$ cat config.mk
export PLATFORM = sky130hd
export DESIGN_NAME = uart_screen_loader_flat
export DESIGN_NICKNAME = d
export VERILOG_FILES = /design/src/rtl/uart_screen_loader_pkg.sv /design/src/rtl/uart_screen_loader_if.sv /design/src/rtl/uart_screen_loader_uart_rx.sv /design/src/rtl/uart_screen_loader.sv /design/src/flat_wrapper.sv
export SDC_FILE = /design/constraint.sdc
export NUM_CORES = 1
export LEC_CHECK = 0
export ABC_AREA = 1
export CORE_UTILIZATION = 53
export DETAILED_ROUTE_END_ITERATION = 12
export PLACE_DENSITY = 0.68
export SLEW_MARGIN = 5
export SYNTH_ARGS = -nofsm -noshare
export SYNTH_HDL_FRONTEND = slang
export SYNTH_SLANG_ARGS = --single-unit
export TNS_END_PERCENT = 50
$ cat constraint.sdc
create_clock -name clk -period 2.8 [get_ports clk]
set_input_delay 0.56 -clock clk [delete_from_list [all_inputs] [get_ports clk]]
set_output_delay 0.56 -clock clk [all_outputs]
set_load 0.05 [all_outputs]
$ cat src/rtl/uart_screen_loader_pkg.sv
// -----------------------------------------------------------------------------
// loader_pkg
// Shared definitions for the UART screen loader:
//   - loader_state_t : frame FSM state encoding
//   - SYNC_BYTE_DEFAULT : frame start marker
//   - CLKS_PER_BIT_DEFAULT : UART bit period in pixel clocks (25 MHz / 115200)
// -----------------------------------------------------------------------------
package loader_pkg;

    typedef enum logic [2:0] {
        ST_SYNC  = 3'd0,
        ST_AHI   = 3'd1,
        ST_ALO   = 3'd2,
        ST_LHI   = 3'd3,
        ST_LLO   = 3'd4,
        ST_DATA  = 3'd5,
        ST_CKSUM = 3'd6
    } loader_state_t;

    localparam logic [7:0] SYNC_BYTE_DEFAULT = 8'hA5;

    localparam int CLK_HZ               = 25_000_000;
    localparam int BAUD                 = 115_200;
    localparam int CLKS_PER_BIT_DEFAULT = CLK_HZ / BAUD;

endpackage

$ cat src/rtl/uart_screen_loader_if.sv
// -----------------------------------------------------------------------------
// uart_screen_loader_if
// Display RAM write port.
//   write_en : one-cycle write strobe
//   waddr    : write address (ADDR_WIDTH)
//   wdata    : write data (DATA_WIDTH)
// master = loader side (drives), slave = RAM side (receives).
// -----------------------------------------------------------------------------
interface uart_screen_loader_if #(
    parameter int ADDR_WIDTH = 11,
    parameter int DATA_WIDTH = 8
);
    logic                  write_en;
    logic [ADDR_WIDTH-1:0] waddr;
    logic [DATA_WIDTH-1:0] wdata;

    modport master (output write_en, waddr, wdata);
    modport slave  (input  write_en, waddr, wdata);
endinterface

$ cat src/rtl/uart_screen_loader_uart_rx.sv
// -----------------------------------------------------------------------------
// uart_rx
// 8N1 UART receiver with 2-FF input synchroniser.
//   clk        : pixel clock
//   reset      : synchronous active-high reset
//   rx         : asynchronous serial input, idle high
//   byte_valid : one-cycle strobe at the stop-bit sample point, stop bit = 1
//   rx_byte    : received byte (valid with byte_valid)
//   frame_err  : one-cycle strobe at the stop-bit sample point, stop bit = 0
// A start bit that is no longer low at its midpoint is dropped silently.
// -----------------------------------------------------------------------------
module uart_rx
    import loader_pkg::*;
#(
    parameter int CLKS_PER_BIT = CLKS_PER_BIT_DEFAULT
) (
    input  logic       clk,
    input  logic       reset,
    input  logic       rx,
    output logic       byte_valid,
    output logic [7:0] rx_byte,
    output logic       frame_err
);
    localparam int                CNT_W = $clog2(CLKS_PER_BIT);
    localparam logic [CNT_W-1:0] HALF  = CNT_W'(CLKS_PER_BIT / 2);
    localparam logic [CNT_W-1:0] LAST  = CNT_W'(CLKS_PER_BIT - 1);

    typedef enum logic [1:0] {RX_IDLE, RX_START, RX_DATA, RX_STOP} rx_state_t;

    logic             rx_meta_reg, rx_sync_reg, rx_prev_reg;
    rx_state_t        state_reg, state_next;
    logic [CNT_W-1:0] cnt_reg, cnt_next;
    logic [2:0]       bit_reg, bit_next;
    logic [7:0]       shift_reg, shift_next;

    always_ff @(posedge clk) begin
        if (reset) begin
            rx_meta_reg <= 1'b1;
            rx_sync_reg <= 1'b1;
            rx_prev_reg <= 1'b1;
            state_reg   <= RX_IDLE;
            cnt_reg     <= '0;
            bit_reg     <= '0;
            shift_reg   <= '0;
        end else begin
            rx_meta_reg <= rx;
            rx_sync_reg <= rx_meta_reg;
            rx_prev_reg <= rx_sync_reg;
            state_reg   <= state_next;
            cnt_reg     <= cnt_next;
            bit_reg     <= bit_next;
            shift_reg   <= shift_next;
        end
    end

    // Strobes are combinational at the sample point so the frame logic can
    // register the RAM write one clock after the stop bit is sampled.
    always_comb begin
        state_next = state_reg;
        cnt_next   = cnt_reg + CNT_W'(1);
        bit_next   = bit_reg;
        shift_next = shift_reg;
        byte_valid = 1'b0;
        frame_err  = 1'b0;
        case (state_reg)
            RX_IDLE: begin
                cnt_next = '0;
                if (rx_prev_reg && !rx_sync_reg) begin
                    state_next = RX_START;
                end
            end
            RX_START: begin
                if (cnt_reg == HALF) begin
                    cnt_next   = '0;
                    bit_next   = '0;
                    state_next = rx_sync_reg ? RX_IDLE : RX_DATA;
                end
            end
            RX_DATA: begin
                if (cnt_reg == LAST) begin
                    cnt_next   = '0;
                    shift_next = {rx_sync_reg, shift_reg[7:1]};
                    bit_next   = bit_reg + 3'd1;
                    if (bit_reg == 3'd7) begin
                        state_next = RX_STOP;
                    end
                end
            end
            RX_STOP: begin
                if (cnt_reg == LAST) begin
                    cnt_next   = '0;
                    state_next = RX_IDLE;
                    byte_valid = rx_sync_reg;
                    frame_err  = !rx_sync_reg;
                end
            end
            default: state_next = RX_IDLE;
        endcase
    end

    assign rx_byte = shift_reg;

endmodule

$ cat src/rtl/uart_screen_loader.sv
// -----------------------------------------------------------------------------
// uart_screen_loader
// Loads the display RAM from a host over UART. Frame:
//   SYNC_BYTE, ADDR_HI, ADDR_LO, LEN_HI, LEN_LO, LEN+1 payload bytes
// Each payload byte becomes one RAM write, one clock after its stop bit.
// Ports:
//   clk, reset : pixel clock, synchronous active-high reset
//   rx         : UART line
//   ram        : RAM write port (write_en / waddr / wdata), master side
//   busy       : frame in progress
//   done       : pulse when the frame completes
//   err        : pulse on framing error, timeout or checksum mismatch
// Optional: define UART_SCREEN_LOADER_CKSUM_EN to require a trailing XOR
// checksum byte after the payload.
// -----------------------------------------------------------------------------
module uart_screen_loader
    import loader_pkg::*;
#(
    parameter int         CLKS_PER_BIT = CLKS_PER_BIT_DEFAULT,
    parameter int         ADDR_WIDTH   = 11,
    parameter int         DATA_WIDTH   = 8,
    parameter int         TIMEOUT_CLKS = 2_500_000,
    parameter logic [7:0] SYNC_BYTE    = SYNC_BYTE_DEFAULT
) (
    input  logic                 clk,
    input  logic                 reset,
    input  logic                 rx,
    uart_screen_loader_if.master ram,
    output logic                 busy,
    output logic                 done,
    output logic                 err
);
    localparam int                 IDLE_W    = $clog2(TIMEOUT_CLKS);
    localparam logic [IDLE_W-1:0] IDLE_LAST = IDLE_W'(TIMEOUT_CLKS - 1);

    logic       byte_valid, frame_err;
    logic [7:0] rx_byte;

    uart_rx #(.CLKS_PER_BIT(CLKS_PER_BIT)) u_rx (
        .clk        (clk),
        .reset      (reset),
        .rx         (rx),
        .byte_valid (byte_valid),
        .rx_byte    (rx_byte),
        .frame_err  (frame_err)
    );

    loader_state_t         state_reg, state_next;
    logic [7:0]            ahi_reg, ahi_next, alo_reg, alo_next, lhi_reg, lhi_next;
    logic [ADDR_WIDTH-1:0] addr_reg, addr_next, remain_reg, remain_next;
    logic [IDLE_W-1:0]     idle_reg, idle_next;
    logic                  write_en_reg, write_en_next;
    logic [ADDR_WIDTH-1:0] waddr_reg, waddr_next;
    logic [DATA_WIDTH-1:0] wdata_reg, wdata_next;
    logic                  busy_reg, busy_next, done_reg, done_next, err_reg, err_next;
`ifdef UART_SCREEN_LOADER_CKSUM_EN
    logic [7:0]            cksum_reg, cksum_next;
`endif

    always_ff @(posedge clk) begin
        if (reset) begin
            state_reg    <= ST_SYNC;
            ahi_reg      <= '0;
            alo_reg      <= '0;
            lhi_reg      <= '0;
            addr_reg     <= '0;
            remain_reg   <= '0;
            idle_reg     <= '0;
            write_en_reg <= 1'b0;
            waddr_reg    <= '0;
            wdata_reg    <= '0;
            busy_reg     <= 1'b0;
            done_reg     <= 1'b0;
            err_reg      <= 1'b0;
`ifdef UART_SCREEN_LOADER_CKSUM_EN
            cksum_reg    <= '0;
`endif
        end else begin
            state_reg    <= state_next;
            ahi_reg      <= ahi_next;
            alo_reg      <= alo_next;
            lhi_reg      <= lhi_next;
            addr_reg     <= addr_next;
            remain_reg   <= remain_next;
            idle_reg     <= idle_next;
            write_en_reg <= write_en_next;
            waddr_reg    <= waddr_next;
            wdata_reg    <= wdata_next;
            busy_reg     <= busy_next;
            done_reg     <= done_next;
            err_reg      <= err_next;
`ifdef UART_SCREEN_LOADER_CKSUM_EN
            cksum_reg    <= cksum_next;
`endif
        end
    end

    always_comb begin
        state_next    = state_reg;
        ahi_next      = ahi_reg;
        alo_next      = alo_reg;
        lhi_next      = lhi_reg;
        addr_next     = addr_reg;
        remain_next   = remain_reg;
        write_en_next = 1'b0;
        waddr_next    = waddr_reg;
        wdata_next    = wdata_reg;
        done_next     = 1'b0;
        err_next      = 1'b0;
`ifdef UART_SCREEN_LOADER_CKSUM_EN
        cksum_next    = cksum_reg;
`endif
        // Idle counter only runs inside a frame; any received byte restarts it,
        // which also makes a byte win over a coincident timeout.
        if (state_reg == ST_SYNC || byte_valid) begin
            idle_next = '0;
        end else begin
            idle_next = idle_reg + IDLE_W'(1);
        end

        if (frame_err) begin
            err_next   = 1'b1;
            state_next = ST_SYNC;
        end else if (byte_valid) begin
`ifdef UART_SCREEN_LOADER_CKSUM_EN
            cksum_next = cksum_reg ^ rx_byte;
`endif
            case (state_reg)
                ST_SYNC: begin
                    if (rx_byte == SYNC_BYTE) begin
                        state_next = ST_AHI;
`ifdef UART_SCREEN_LOADER_CKSUM_EN
                        // Running XOR is seeded with the sync byte itself.
                        cksum_next = SYNC_BYTE;
`endif
                    end
                end
                ST_AHI: begin
                    ahi_next   = rx_byte;
                    state_next = ST_ALO;
                end
                ST_ALO: begin
                    alo_next   = rx_byte;
                    state_next = ST_LHI;
                end
                ST_LHI: begin
                    lhi_next   = rx_byte;
                    state_next = ST_LLO;
                end
                ST_LLO: begin
                    addr_next   = ADDR_WIDTH'({ahi_reg, alo_reg});
                    remain_next = ADDR_WIDTH'({lhi_reg, rx_byte});
                    state_next  = ST_DATA;
                end
                ST_DATA: begin
                    write_en_next = 1'b1;
                    waddr_next    = addr_reg;
                    wdata_next    = DATA_WIDTH'(rx_byte);
                    if (remain_reg == '0) begin
`ifdef UART_SCREEN_LOADER_CKSUM_EN
                        state_next = ST_CKSUM;
`else
                        done_next  = 1'b1;
                        state_next = ST_SYNC;
`endif
                    end else begin
                        addr_next   = addr_reg + ADDR_WIDTH'(1);
                        remain_next = remain_reg - ADDR_WIDTH'(1);
                    end
                end
`ifdef UART_SCREEN_LOADER_CKSUM_EN
                ST_CKSUM: begin
                    done_next  = (rx_byte == cksum_reg);
                    err_next   = (rx_byte != cksum_reg);
                    state_next = ST_SYNC;
                end
`endif
                default: state_next = ST_SYNC;
            endcase
        end else if (state_reg != ST_SYNC && idle_reg == IDLE_LAST) begin
            err_next   = 1'b1;
            state_next = ST_SYNC;
        end

        busy_next = (state_next != ST_SYNC);
    end

    assign ram.write_en = write_en_reg;
    assign ram.waddr    = waddr_reg;
    assign ram.wdata    = wdata_reg;
    assign busy         = busy_reg;
    assign done         = done_reg;
    assign err          = err_reg;

endmodule
$ cat src/flat_wrapper.sv
// flat-port wrapper written by rule: the top's interface ports become plain ports
module uart_screen_loader_flat import loader_pkg::*;
#(
    parameter int         CLKS_PER_BIT = CLKS_PER_BIT_DEFAULT,
    parameter int         ADDR_WIDTH   = 11,
    parameter int         DATA_WIDTH   = 8,
    parameter int         TIMEOUT_CLKS = 2_500_000,
    parameter logic [7:0] SYNC_BYTE    = SYNC_BYTE_DEFAULT
)
  (clk, reset, rx, busy, done, err, ram_write_en, ram_waddr, ram_wdata);
  uart_screen_loader_if #(.ADDR_WIDTH(ADDR_WIDTH), .DATA_WIDTH(DATA_WIDTH)) ram_i ();
  input  logic clk;
  input  logic reset;
  input  logic rx;
  output logic busy;
  output logic done;
  output logic err;
  output wire logic [$bits(ram_i.write_en)-1:0] ram_write_en;
  output wire logic [$bits(ram_i.waddr)-1:0] ram_waddr;
  output wire logic [$bits(ram_i.wdata)-1:0] ram_wdata;
  assign ram_write_en = ram_i.write_en;
  assign ram_waddr = ram_i.waddr;
  assign ram_wdata = ram_i.wdata;
  uart_screen_loader #(.CLKS_PER_BIT(CLKS_PER_BIT), .ADDR_WIDTH(ADDR_WIDTH), .DATA_WIDTH(DATA_WIDTH), .TIMEOUT_CLKS(TIMEOUT_CLKS), .SYNC_BYTE(SYNC_BYTE)) u_core (.clk(clk), .reset(reset), .rx(rx), .ram(ram_i), .busy(busy), .done(done), .err(err));
endmodule
# After elaboration in Yosys (flattened, before gate mapping)
# Cells that the tools add are included.
# totals
register_bits,108
latch_bits,0
ram_bits,0
mem_bits_ro,0
inputBits,3
out_inout_bits,23
memories,0
# classes
add_sub_neg,5
multipliers,0
div,0
n_lt_le_gt_ge,0
eq_ne,19
shift,0
mux,32
n_bitwise,3
n_reduce_logical,23
# op_table
operator,n
11-bit case mux with 2 select lines,2
8-bit case mux with 3 select lines,1
22-bit by 1-bit adder with 22-bit output (second input constant),1
22-bit == test (second input constant),1
11-bit two-way mux,2
3-bit two-way mux,7
3-bit case mux with 6 select lines,1
8-bit == test (second input constant),2
8-bit two-way mux,2
3-bit AND reduction,5
2-bit two-way mux,6
2-bit inequality test (second input constant),6
11-bit by 1-bit adder with 11-bit output (second input constant),1
11-bit zero test,1
11-bit by 1-bit subtractor with 11-bit output (second input constant),1
3-bit == test (second input constant),3
1-bit two-way mux,9
8-bit by 1-bit adder with 8-bit output (second input constant),1
8-bit by 7-bit == test with 1-bit output (second input constant),1
2-bit case mux with 4 select lines,1
3-bit by 2-bit == test with 1-bit output (second input constant),2
3-bit case mux with 2 select lines,1
3-bit nonzero test,2
5-bit AND reduction,1
16 further kinds,22

# Longest topological paths before layout
# Gate-level depths: netlist of run 1.
# logic_depth
word_depth,6
ltp_mapped,13
ltp_nobuf,12

# Hierarchy
# Synthesis of run 1 repeated with hierarchy kept, for this count alone.
# hier_totals
hier_cells,701
hier_area_um2,5023.6
# by_module_without_submodules
mod,instances,cells_per_inst,area_per_inst_um2,seq_area_each_um2
uart_screen_loader,1,560,3903.7,1681.6
uart_rx,1,141,1119.8,480.5

# Worst setup path before layout of run 1
# Ideal clock, no wire load.
# synth_timing
path_type,register to register
from,reg u_core.u_rx.cnt_reg[0]
to,reg u_core.lhi_reg[0]
setup_time_ns,0.122
arrival_time_ns,1.486
slack_ns,1.192
stages_incl_launch_ff,11
path_buffers,2
synth_period_minus_slack_ns,1.608
path_cell_list,dfxtp_1 -> inv_1 -> ha_1 -> nand2_1 -> nor2_1 -> nand3_2 -> buf_6 -> or2_0 -> buf_2 -> nor2_1 -> a211oi_2
# synth_via
elab_chain_len,5
word_cells_on_any_way,7
classes_between,1 x eq/ne; 4 x mux; 1 x bitwise; 1 x reduce/logical
# synth_lines
element,line,rtl
from (decl),uart_screen_loader_uart_rx.sv:32,"logic [CNT_W-1:0] cnt_reg, cnt_next;"
from (signal assigned),uart_screen_loader_uart_rx.sv:50,cnt_reg <= cnt_next;
8-bit == test (*),uart_screen_loader_uart_rx.sv:90,if (cnt_reg == LAST) begin
1-bit two-way mux,uart_screen_loader_uart_rx.sv:90,
1-bit two-way mux,uart_screen_loader_uart_rx.sv:65,case (state_reg)
1-bit NOT (no line),-,
3-bit AND reduction (no line) (*),-,
to (signal assigned),uart_screen_loader.sv:82,lhi_reg <= lhi_next;
to (decl),uart_screen_loader.sv:49,"logic [7:0] ahi_reg, ahi_next, alo_reg, alo_next, lhi_reg, lhi_next;"
# Every way passes the cells marked *; elsewhere a longest branch is shown, timed or not.
# A chain may end at the register's enable or synchronous reset.

# Worst setup path in the final report of run 1
# layout_timing
from,reg u_core.u_rx.cnt_reg[0]
to,reg u_core.addr_reg[6]
# layout_via
elab_chain_len,5
word_cells_on_any_way,7
classes_between,1 x eq/ne; 4 x mux; 1 x bitwise; 1 x reduce/logical
# layout_lines
element,line,rtl
8-bit == test (*),uart_screen_loader_uart_rx.sv:90,
1-bit two-way mux,uart_screen_loader_uart_rx.sv:90,
1-bit two-way mux,uart_screen_loader_uart_rx.sv:65,
1-bit NOT (no line),-,
4-bit AND reduction (no line) (*),-,
to (signal assigned),uart_screen_loader.sv:83,addr_reg <= addr_next;
to (decl),uart_screen_loader.sv:50,"logic [ADDR_WIDTH-1:0] addr_reg, addr_next, remain_reg, remain_next;"
# Marked as above.

==> results.sh, run 1 <==
export IMPL_cts_buffer_depth=2
export IMPL_n_antenna_cell=0
export IMPL_gp_congestion=0.8363
export IMPL_vias=4550
export IMPL_synth_cells=722
export IMPL_die_h_um=99.40
export IMPL_tightest_slew_ns=0.6187
export IMPL_antenna_found_initial=0
export IMPL_hold_viol_final=0
export IMPL_grt_busiest_layer="met2"
export IMPL_ff2ff_path_depth=10
export IMPL_via_per_inst=5.303
export IMPL_ys_seq_area_share_pct=43.01
export IMPL_cap_violations=0
export IMPL_drtAntennaViolNets=0
export IMPL_clkTransAtPathRegs_ns=0.11
export IMPL_grt_pass1_wl_um=20070
export IMPL_cts_tree="done"
export IMPL_postCtsSetupBuffers=0
export IMPL_slew_headroom_pct=58.71
export IMPL_r2r_end="u_core.addr_reg[6]"
export IMPL_fillers=901
export IMPL_wl_per_cell_um=13.27
export IMPL_core_area_sq_mm=0.009196
export IMPL_layout_cells_non_filler=858
export IMPL_yosysUniqueCellTypes=31
export IMPL_grt_pass1_vias=4255
export IMPL_fp_row_count=35
export IMPL_htreeDepth=3
export IMPL_syn_avg_cell_area_sq_um=6.963
export IMPL_postLayoutCoreUtil_pct=60.90
export IMPL_synth_edf_count=0
export IMPL_ctsHoldBuffers=0
export IMPL_rsz0062_at_grt="no"
export IMPL_synth_warnings=0
export IMPL_p_leak_nw=2.128
export IMPL_synth_ff_type="dfxtp_1"
export IMPL_pin_count=26
export IMPL_wl_um=11390
export IMPL_p_per_area_mw_per_mm2=488.7
export IMPL_startpoint="u_core.u_rx.cnt_reg[0]"
export IMPL_cts_buffers=9
export IMPL_drive_gt1_share_pct=5.622
export IMPL_final_max_slew_viol_count=0
export IMPL_finClkSkew_ns=0.01266
export IMPL_grt_usage_pct=25.27
export IMPL_dieArea_sq_mm=0.009879
export IMPL_setup_tns_ns=0
export IMPL_total_power_mw=2.737
export IMPL_r2r_start="u_core.u_rx.cnt_reg[0]"
export IMPL_met3_usage_pct=4.076
export IMPL_startpoint_type="flop"
export IMPL_synth_area_sq_mm=0.005027
export IMPL_cts_repair_resized=0
export IMPL_met1_usage_pct=36.13
export IMPL_numClockSinks=108
export IMPL_first_iter_violations=289
export IMPL_placedCellCount=842
export IMPL_hp_class="flop to flop"
export IMPL_period_share_pct=79.62
export IMPL_cp_data_required_time_ns=3.10
export IMPL_path_max_fanout=21
export IMPL_dp_hpwl_um=8095
export IMPL_critPathKind="flop to flop"
export IMPL_use_met2_pct=40.01
export IMPL_grt_overflow_total=0
export IMPL_max_clock_freq_mhz=448.5
export IMPL_drc=0
export IMPL_grt_max_degree=58
export IMPL_clockRootBuffer="clkbuf_8"
export IMPL_r2r_setup_slack_ns=0.57
export IMPL_ir_drop_mv=0.2596
export IMPL_die_w_um=99.40
export IMPL_drt_pass1_iterations=5
export IMPL_critPathArrivalTime_ns=2.53
export IMPL_critPathCaptureType="flop"
export IMPL_nets=752
export IMPL_clk_latency_ns=0.36
export IMPL_area_delta_synth_final_pct=11.40
export IMPL_largest_reg_flops=22
export IMPL_setup_violations=0
export IMPL_synth_seq_cells=108
export IMPL_start_util_pct=54.67
export IMPL_syn_nets=732
export IMPL_crit_path_end="u_core.addr_reg[6]"
export IMPL_port_buffers=25
export IMPL_ys_async_sr_fraction_pct=0
export IMPL_status="complete, no violations"
export IMPL_period_minus_slack_ns=2.229
[through the flow]
step | hold WS, ns | instance area, sq um | setup slack (ns)
after floorplan | 0.3895 | 5027 | 1.192
after global placement | 0.3976 | 5369 | 0.6541
after detailed placement | 0.4066 | 5369 | 0.5885
after CTS | 0.4224 | 5600 | 0.5757
after global routing | 0.4599 | 5600 | 0.2966
final | 0.4213 | 5600 | 0.5706
[synthesized netlist by cell type, types with 9 or more instances]
cell	number	share of area, %
nand4_1	10	1.2
inv_1	78	5.8
nor2_1	90	6.7
nand3_1	29	2.9
o21ai_0	72	7.2
a21oi_1	74	7.4
dfxtp_1	108	43
buf_2	12	1.2
clkbuf_1	9	0.67
nand2_1	164	12
nor3_1	18	1.8
[cell usage in the layout, fill, tap and decap left out, types with 3 or more instances in the layout]
cell / instances
nand4_1: 10
inv_1: 78
nor2_2: 6
o21a_1: 3
buf_4: 8
clkdlybuf4s50_1: 25
inv_6: 3
xnor2_1: 6
nand3_2: 3
clkbuf_8: 10
nand2_1: 164
nand3b_1: 3
o21ai_0: 72
xor2_1: 7
nor2_1: 90
nor3b_1: 4
nor3_1: 18
ha_1: 7
nand3_1: 29
a21oi_1: 74
dfxtp_1: 108
a211oi_2: 3
[final cells by class]
type                            count  area, sq um  share of cell area, %
Inverter                           79        296.5                  5.295
Timing Repair Buffer               34        330.3                  5.898
Clock buffer                       10        137.6                  2.458
Sequential cell                   108         2162                  38.61
Clock inverter                      6        93.84                  1.676
Tap cell                          111        138.9                  2.480
Multi-Input combinational cell    510         2441                  43.59
[kinds of logic (layout without fill, tap and decap cells)]
kind of cell | count (synthesis) | after routing | share of synthesized area (%)
and+or+nand+nor | 333 | 333 | 28.20
xor gates and xnor gates | 13 | 13 | 2.265
AOI/OAI and AO/OA | 157 | 157 | 16.35
buffers and inverters | 104 | 129 | 8.437
DFF | 108 | 108 | 43.01
adders and majority gates | 7 | 7 | 1.742
[power by group]
| part | total [mW] | switching [mW] | internal (mW) |
|---|---|---|---|
| sequential | 1.56 | 0.0105 | 1.55 |
| combinational | 0.0935 | 0.0616 | 0.0319 |
| clock | 1.08 | 0.544 | 0.538 |
| total | 2.74 | 0.616 | 2.12 |
[how the worst min path moves through the flow]
stage	startpoint	endpoint	slack [ns]	cells after the start
floorplan	u_core.u_rx.rx_meta_reg	u_core.u_rx.rx_sync_reg	0.39	1
global placement	u_core.u_rx.rx_meta_reg	u_core.u_rx.rx_sync_reg	0.40	1
detailed placement	u_core.u_rx.rx_meta_reg	u_core.u_rx.rx_sync_reg	0.41	1
CTS	u_core.u_rx.rx_meta_reg	u_core.u_rx.rx_sync_reg	0.42	1
global route	u_core.u_rx.rx_meta_reg	u_core.u_rx.rx_sync_reg	0.46	1
finish	u_core.u_rx.rx_meta_reg	u_core.u_rx.rx_sync_reg	0.42	1
[critical path, cell delays in order (launching register included)]
cell     delay (ns)
dfxtp_1        0.34
inv_1          0.07
ha_1           0.14
nand2_1        0.06
nor2_1         0.21
nand3_2        0.30
inv_1          0.12
nand3_1        0.10
inv_1          0.48
o21ai_0        0.18
a21oi_1        0.16
[routing by layer]
layer  vias up  part of all wire [%]  routed length [um]
li1       2378                     -                   -
met1      2057                    50                5694
met2       107                    45                5088
met3         8                   4.3                 485
met4         0                   1.0                 119
met5         -                     0                   0
Note: power is estimated with default switching activity, not from simulation.
==> run 2: changes to the inputs <==
--- a/config.mk
+++ b/config.mk
@@ -8,7 +8,7 @@
 export ABC_AREA = 1
 export CORE_UTILIZATION = 53
 export DETAILED_ROUTE_END_ITERATION = 12
-export PLACE_DENSITY = 0.68
+export PLACE_DENSITY = 0.71
 export SLEW_MARGIN = 5
 export SYNTH_ARGS = -nofsm -noshare
 export SYNTH_HDL_FRONTEND = slang
==> constraint.sdc (replaced) <==
create_clock -name clk -period 2 [get_ports clk]
set_input_delay 0.4 -clock clk [delete_from_list [all_inputs] [get_ports clk]]
set_output_delay 0.4 -clock clk [all_outputs]
set_load 0.05 [all_outputs]
==> run 2 against run 1 <==
Net effect: sequential power rose by 40%; flip-flop and latch count did not move; utilization rose by 0.45 points; final area rose by 0.74%; die area did not move.
==> results.sh, run 2 (synthesis results as in run 1) <==
export IMPL_worst_slack_ns=0.06659
export IMPL_critPathKind="flop to primary output"
export IMPL_vias=4470
export IMPL_p_per_area_mw_per_mm2=623.3
export IMPL_drive_gt1_share_pct=7.285
export IMPL_tightest_slew_ns=0.5008
export IMPL_area_delta_synth_final_pct=12.22
export IMPL_clkTransAtPathRegs_ns=0.10
export IMPL_total_power_mw=3.517
export IMPL_fp_row_count=35
export IMPL_drc=0
export IMPL_switchingPower_uw=844.3
export IMPL_grt_pass1_wl_um=18530
export IMPL_finClkSkew_ns=0.01170
export IMPL_gp_congestion=0.8604
export IMPL_max_clock_freq_mhz=517.2
export IMPL_dieArea_sq_mm=0.009879
export IMPL_sw_frac_of_total_pct=24.01
export IMPL_design_area_sq_mm=0.005642
export IMPL_placedCellCount=850
export IMPL_core_area_sq_mm=0.009196
export IMPL_grt_max_degree=40
export IMPL_combinationalPowerShare_pct=3.7
export IMPL_grt_usage_pct=23.09
export IMPL_clkPwrFrac_pct=34.2
export IMPL_ir_drop_mv=0.4433
export IMPL_nets=761
export IMPL_hp_class="flop to flop"
export IMPL_place_area_sq_mm=0.005441
export IMPL_start_util_pct=54.67
export IMPL_critPathArrivalTime_ns=1.53
export IMPL_final_max_slew_viol_count=0
export IMPL_clk_latency_ns=0.37
export IMPL_cts_tree="done"
export IMPL_cp_slowest_cell="clkdlybuf4s50_1"
export IMPL_r2r_setup_slack_ns=0.21
export IMPL_drt_pass1_iterations=4
export IMPL_final_cell_mix="nand2_1, dfxtp_1, nor2_1"
export IMPL_critPathCaptureType="primary output"
export IMPL_mostFrequentLayoutCell="nand2_1"
export IMPL_startpoint_type="flop"
export IMPL_cp_data_required_time_ns=1.60
export IMPL_rsz0062_at_grt="no"
export IMPL_via_per_inst=5.162
export IMPL_clockRootBuffer="clkbuf_8"
export IMPL_postLayoutCoreUtil_pct=61.35
export IMPL_wl_um=10700
export IMPL_cap_violations=0
export IMPL_grt_pass1_vias=4117
export IMPL_setup_tns_ns=0
export IMPL_hold_viol_final=0
export IMPL_first_iter_violations=174
export IMPL_period_share_pct=96.67
export IMPL_wl_per_cell_um=12.36
export IMPL_slew_headroom_pct=66.51
export IMPL_dp_hpwl_um=7754
export IMPL_p_int_mw=2.672
export IMPL_port_buffers=25
export IMPL_seqPwrFrac_pct=62.1
export IMPL_cts_buffer_depth=2
export IMPL_fillers=856
export IMPL_antenna_found_initial=0
export IMPL_crit_chain="clkdlybuf4s50_1"
export IMPL_p_leak_nw=2.159
export IMPL_die_w_um=99.40
export IMPL_die_h_um=99.40
export IMPL_drtAntennaViolNets=0
export IMPL_worst_path_largest_cell_delay_ns=0.81
export IMPL_setup_violations=0
export IMPL_cts_buffers=9
export IMPL_htreeDepth=3
export IMPL_pin_count=26
export IMPL_path_max_fanout=2
export IMPL_path_buf_inv=1
export IMPL_largest_reg_flops=22
export IMPL_period_minus_slack_ns=1.933
export IMPL_n_antenna_cell=0
export IMPL_layout_cells_non_filler=866
export IMPL_grt_overflow_total=0
export IMPL_numClockSinks=108
export IMPL_hold_slack_ns=0.4343
export IMPL_crit_family="buffers and inverters"
export IMPL_status="complete, no violations"
export IMPL_pre_cts_ws_ns=0.09462
==> run 2: power by group through the flow <==
stage | combinational (mW) | clock, mW | sequential, mW
2_1_floorplan | 0.0989 | 0 | 2.23
3_3_place_gp | 0.123 | 0 | 2.23
3_5_place_dp | 0.129 | 0 | 2.23
4_1_cts | 0.130 | 1.25 | 2.18
5_1_grt | 0.150 | 1.33 | 2.19
6_report | 0.129 | 1.20 | 2.18
==> run 2: what timing repair did <==
action                     CTS  global route
setup endpoints to repair    0            14
hold buffers                 0             0
resized for setup            0             7
buffers inserted             0             1
==> run 2: layer usage <==
metal / global-route usage [%] / vias up / part of all wire [%]
li1: - / 2386 / -
met1: 28.74 / 2015 / 46
met2: 40.76 / 56 / 50
met3: 4.779 / 13 / 3.2
met4: 5.769 / 0 / 1.3
met5: 0 / - / 0
==> run 2: layout make-up <==
class                   count  area (sq um)  share of cell area [%]
well taps                 111         138.9                   2.462
clock inverters             6         51.30                  0.9093
clock buffers               9         123.9                   2.196
repair buffers             43         412.9                   7.319
flip-flops and latches    108          2162                   38.32
multi-input cells         510          2456                   43.54
inverters                  79         296.5                   5.256
==> run 2: path summary, 6_finish.rpt <==
path,start,cells past startpoint,to
worst max-delay path,u_core.ram.waddr[0],1,ram_waddr[0]
worst min-delay path,u_core.u_rx.rx_meta_reg,1,u_core.u_rx.rx_sync_reg
worst max register to register,u_core.remain_reg[0],10,u_core.remain_reg[8]
worst min register to register,u_core.u_rx.rx_meta_reg,1,u_core.u_rx.rx_sync_reg
==> run 3: changes to the inputs <==
--- a/config.mk
+++ b/config.mk
@@ -8,7 +8,7 @@
 export ABC_AREA = 1
 export CORE_UTILIZATION = 53
 export DETAILED_ROUTE_END_ITERATION = 12
-export PLACE_DENSITY = 0.71
+export PLACE_DENSITY = 0.68
 export SLEW_MARGIN = 5
 export SYNTH_ARGS = -nofsm -noshare
 export SYNTH_HDL_FRONTEND = slang
==> constraint.sdc (replaced) <==
create_clock -name clk -period 1.9 [get_ports clk]
set_input_delay 0.38 -clock clk [delete_from_list [all_inputs] [get_ports clk]]
set_output_delay 0.38 -clock clk [all_outputs]
set_load 0.05 [all_outputs]
==> run 3 against run 2 <==
Net effect: critical path depth unchanged; clock power increased by 18%; clock-buffer cell count increased by 2; highest routed layer unchanged; cell count increased by 0.58%; non-clock buffer count increased by 4; sequential power increased by 6%; critical endpoint is now busy; worst setup slack got worse by 0.035 ns; worst hold slack improved by 0.0032 ns.
==> results.sh, run 3 (synthesis results as in run 1) <==
export IMPL_fp_row_count=35
export IMPL_drive_gt1_share_pct=8.026
export IMPL_antenna_found_initial=0
export IMPL_port_buffers=25
export IMPL_path_max_fanout=1
export IMPL_worst_path_largest_cell_delay_ns=0.79
export IMPL_htreeDepth=3
export IMPL_hold_slack_ns=0.4375
export IMPL_r2r_start="u_core.u_rx.cnt_reg[0]"
export IMPL_mostFrequentLayoutCell="nand2_1"
export IMPL_combinationalPowerShare_pct=3.6
export IMPL_area_delta_synth_final_pct=14.29
export IMPL_min_from="u_core.u_rx.rx_meta_reg"
export IMPL_path_buf_inv=1
export IMPL_max_clock_freq_mhz=535.2
export IMPL_critPathCaptureType="primary output"
export IMPL_ff2ff_path_depth=9
export IMPL_cts_buffer_depth=2
export IMPL_dp_hpwl_um=8415
export IMPL_clockRootBuffer="clkbuf_8"
export IMPL_cp_slowest_cell="clkdlybuf4s50_1"
export IMPL_design_area_sq_mm=0.005746
export IMPL_wl_um=11400
export IMPL_ctsHoldBuffers=0
export IMPL_die_w_um=99.40
export IMPL_tightest_slew_ns=0.5087
export IMPL_startpoint_type="flop"
export IMPL_grt_pass1_vias=4094
export IMPL_r2r_end="u_core.lhi_reg[1]"
export IMPL_grt_pass1_wl_um=19420
export IMPL_die_h_um=99.40
export IMPL_status="complete, no violations"
export IMPL_cts_buffers=9
export IMPL_largest_reg_flops=22
export IMPL_pin_count=26
export IMPL_whs_path_depth=1
export IMPL_start_util_pct=54.67
export IMPL_place_area_sq_mm=0.005469
export IMPL_final_max_slew_viol_count=0
export IMPL_grt_max_degree=36
export IMPL_hold_viol_final=0
export IMPL_seqPwrFrac_pct=59.8
export IMPL_p_leak_nw=2.442
export IMPL_nets=765
export IMPL_n_antenna_cell=0
export IMPL_whs_endpoint="u_core.u_rx.rx_sync_reg"
export IMPL_clkPwrFrac_pct=36.6
export IMPL_cap_violations=0
export IMPL_dieArea_sq_mm=0.009879
export IMPL_ir_drop_mv=0.3926
export IMPL_vias=4590
export IMPL_clkTransAtPathRegs_ns=0.09
export IMPL_sw_frac_of_total_pct=23.37
export IMPL_p_per_area_mw_per_mm2=669.8
export IMPL_period_minus_slack_ns=1.869
export IMPL_fillers=869
export IMPL_r2r_setup_slack_ns=0.17
export IMPL_final_cell_mix="nand2_1, dfxtp_1, nor2_1"
export IMPL_total_power_mw=3.849
export IMPL_drtAntennaViolNets=0
export IMPL_setup_violations=0
export IMPL_drc=0
export IMPL_grt_usage_pct=24.57
export IMPL_crit_family="buffers and inverters"
export IMPL_drt_pass1_iterations=5
export IMPL_grt_overflow_total=0
export IMPL_finClkSkew_ns=0.01574
export IMPL_critPathKind="flop to primary output"
export IMPL_core_area_sq_mm=0.009196
export IMPL_cts_tree="done"
export IMPL_hp_class="flop to flop"
export IMPL_crit_chain="clkdlybuf4s50_1"
export IMPL_via_per_inst=5.270
export IMPL_first_iter_violations=303
export IMPL_cp_data_required_time_ns=1.52
export IMPL_switchingPower_uw=899.2
export IMPL_period_share_pct=98.35
export IMPL_p_int_mw=2.949
export IMPL_wl_per_cell_um=13.09
export IMPL_gp_congestion=0.8473
export IMPL_seqCellArea_sq_mm=0.002162
export IMPL_multi_input_area_sq_mm=0.002474
export IMPL_clk_latency_ns=0.38
export IMPL_critPathArrivalTime_ns=1.49
export IMPL_slew_headroom_pct=66.03
export IMPL_numClockSinks=108
==> run 3: cell types whose count changed in the layout (fill, tap and decap cells not counted), sizes merged <==
cell,before,now
clkdlybuf4s50,24,3
clkinvlp,3,2
buf,18,25
clkinv,2,1
dlygate4sd2,0,8
bufinv,0,1
clkbuf,9,11
dlymetal6s2s,1,11
==> run 3: worst max-delay path by stage <==
stage	slack, ns	start	depth (start not counted)	to
after floorplan	0.29	u_core.u_rx.cnt_reg[0]	10	u_core.lhi_reg[0]
after global placement	0.05	u_core.u_rx.cnt_reg[0]	9	u_core.lhi_reg[2]
after detailed placement	-0.004	u_core.u_rx.cnt_reg[0]	9	u_core.lhi_reg[1]
after CTS	0.0002	u_core.ram.wdata[7]	1	ram_wdata[7]
after global routing	-0.002	u_core.u_rx.cnt_reg[0]	9	u_core.lhi_reg[1]
final	0.03	u_core.busy	1	busy
==> run 3: power groups by stage <==
stage	Sequential, mW	Combinational (mW)	Clock, mW
3_3_place_gp	2.35	0.131	0
6_report	2.30	0.139	1.41
2_1_floorplan	2.35	0.104	0
4_1_cts	2.30	0.138	1.44
3_5_place_dp	2.35	0.137	0
5_1_grt	2.30	0.163	1.53
==> run 3: per-layer routing <==
metal | global-route usage (%) | up-vias | routed length (um)
met5 | 0 | - | 0
li1 | - | 2397 | -
met1 | 34.79 | 2087 | 5685
met4 | 6.674 | 0 | 125
met3 | 4.849 | 11 | 544
met2 | 38.25 | 95 | 5046
==> run 3: final cells by class <==
cell class	instances	share of cell area, %
Clock buffer	11	2.287
Clock inverter	5	1.067
Inverter	79	5.205
Multi-Input combinational cell	510	43.05
Sequential cell	108	37.63
Tap cell	111	2.417
Timing Repair Buffer	47	8.341
==> run 3: timing repair <==
item / in CTS / in global routing
pin swaps: 0 / 4
setup buffers: 0 / 2
gates cloned: 0 / 0
gates resized for setup: 9 / 21
endpoints found under the setup margin: 12 / 59
hold endpoints to repair: 0 / 0
==> run 3: per-stage QoR <==
stage	util (%)	worst slack (ns)	cells	TNS, ns
after floorplan	-	0.2919	722	0
after global placement	59.47	0.05266	853	0
after detailed placement	59.47	-0.003599	853	-0.003599
after CTS	61.48	0.0002457	869	0
after global routing	62.48	-0.002472	871	-0.002472
final	62.48	0.03140	871	0
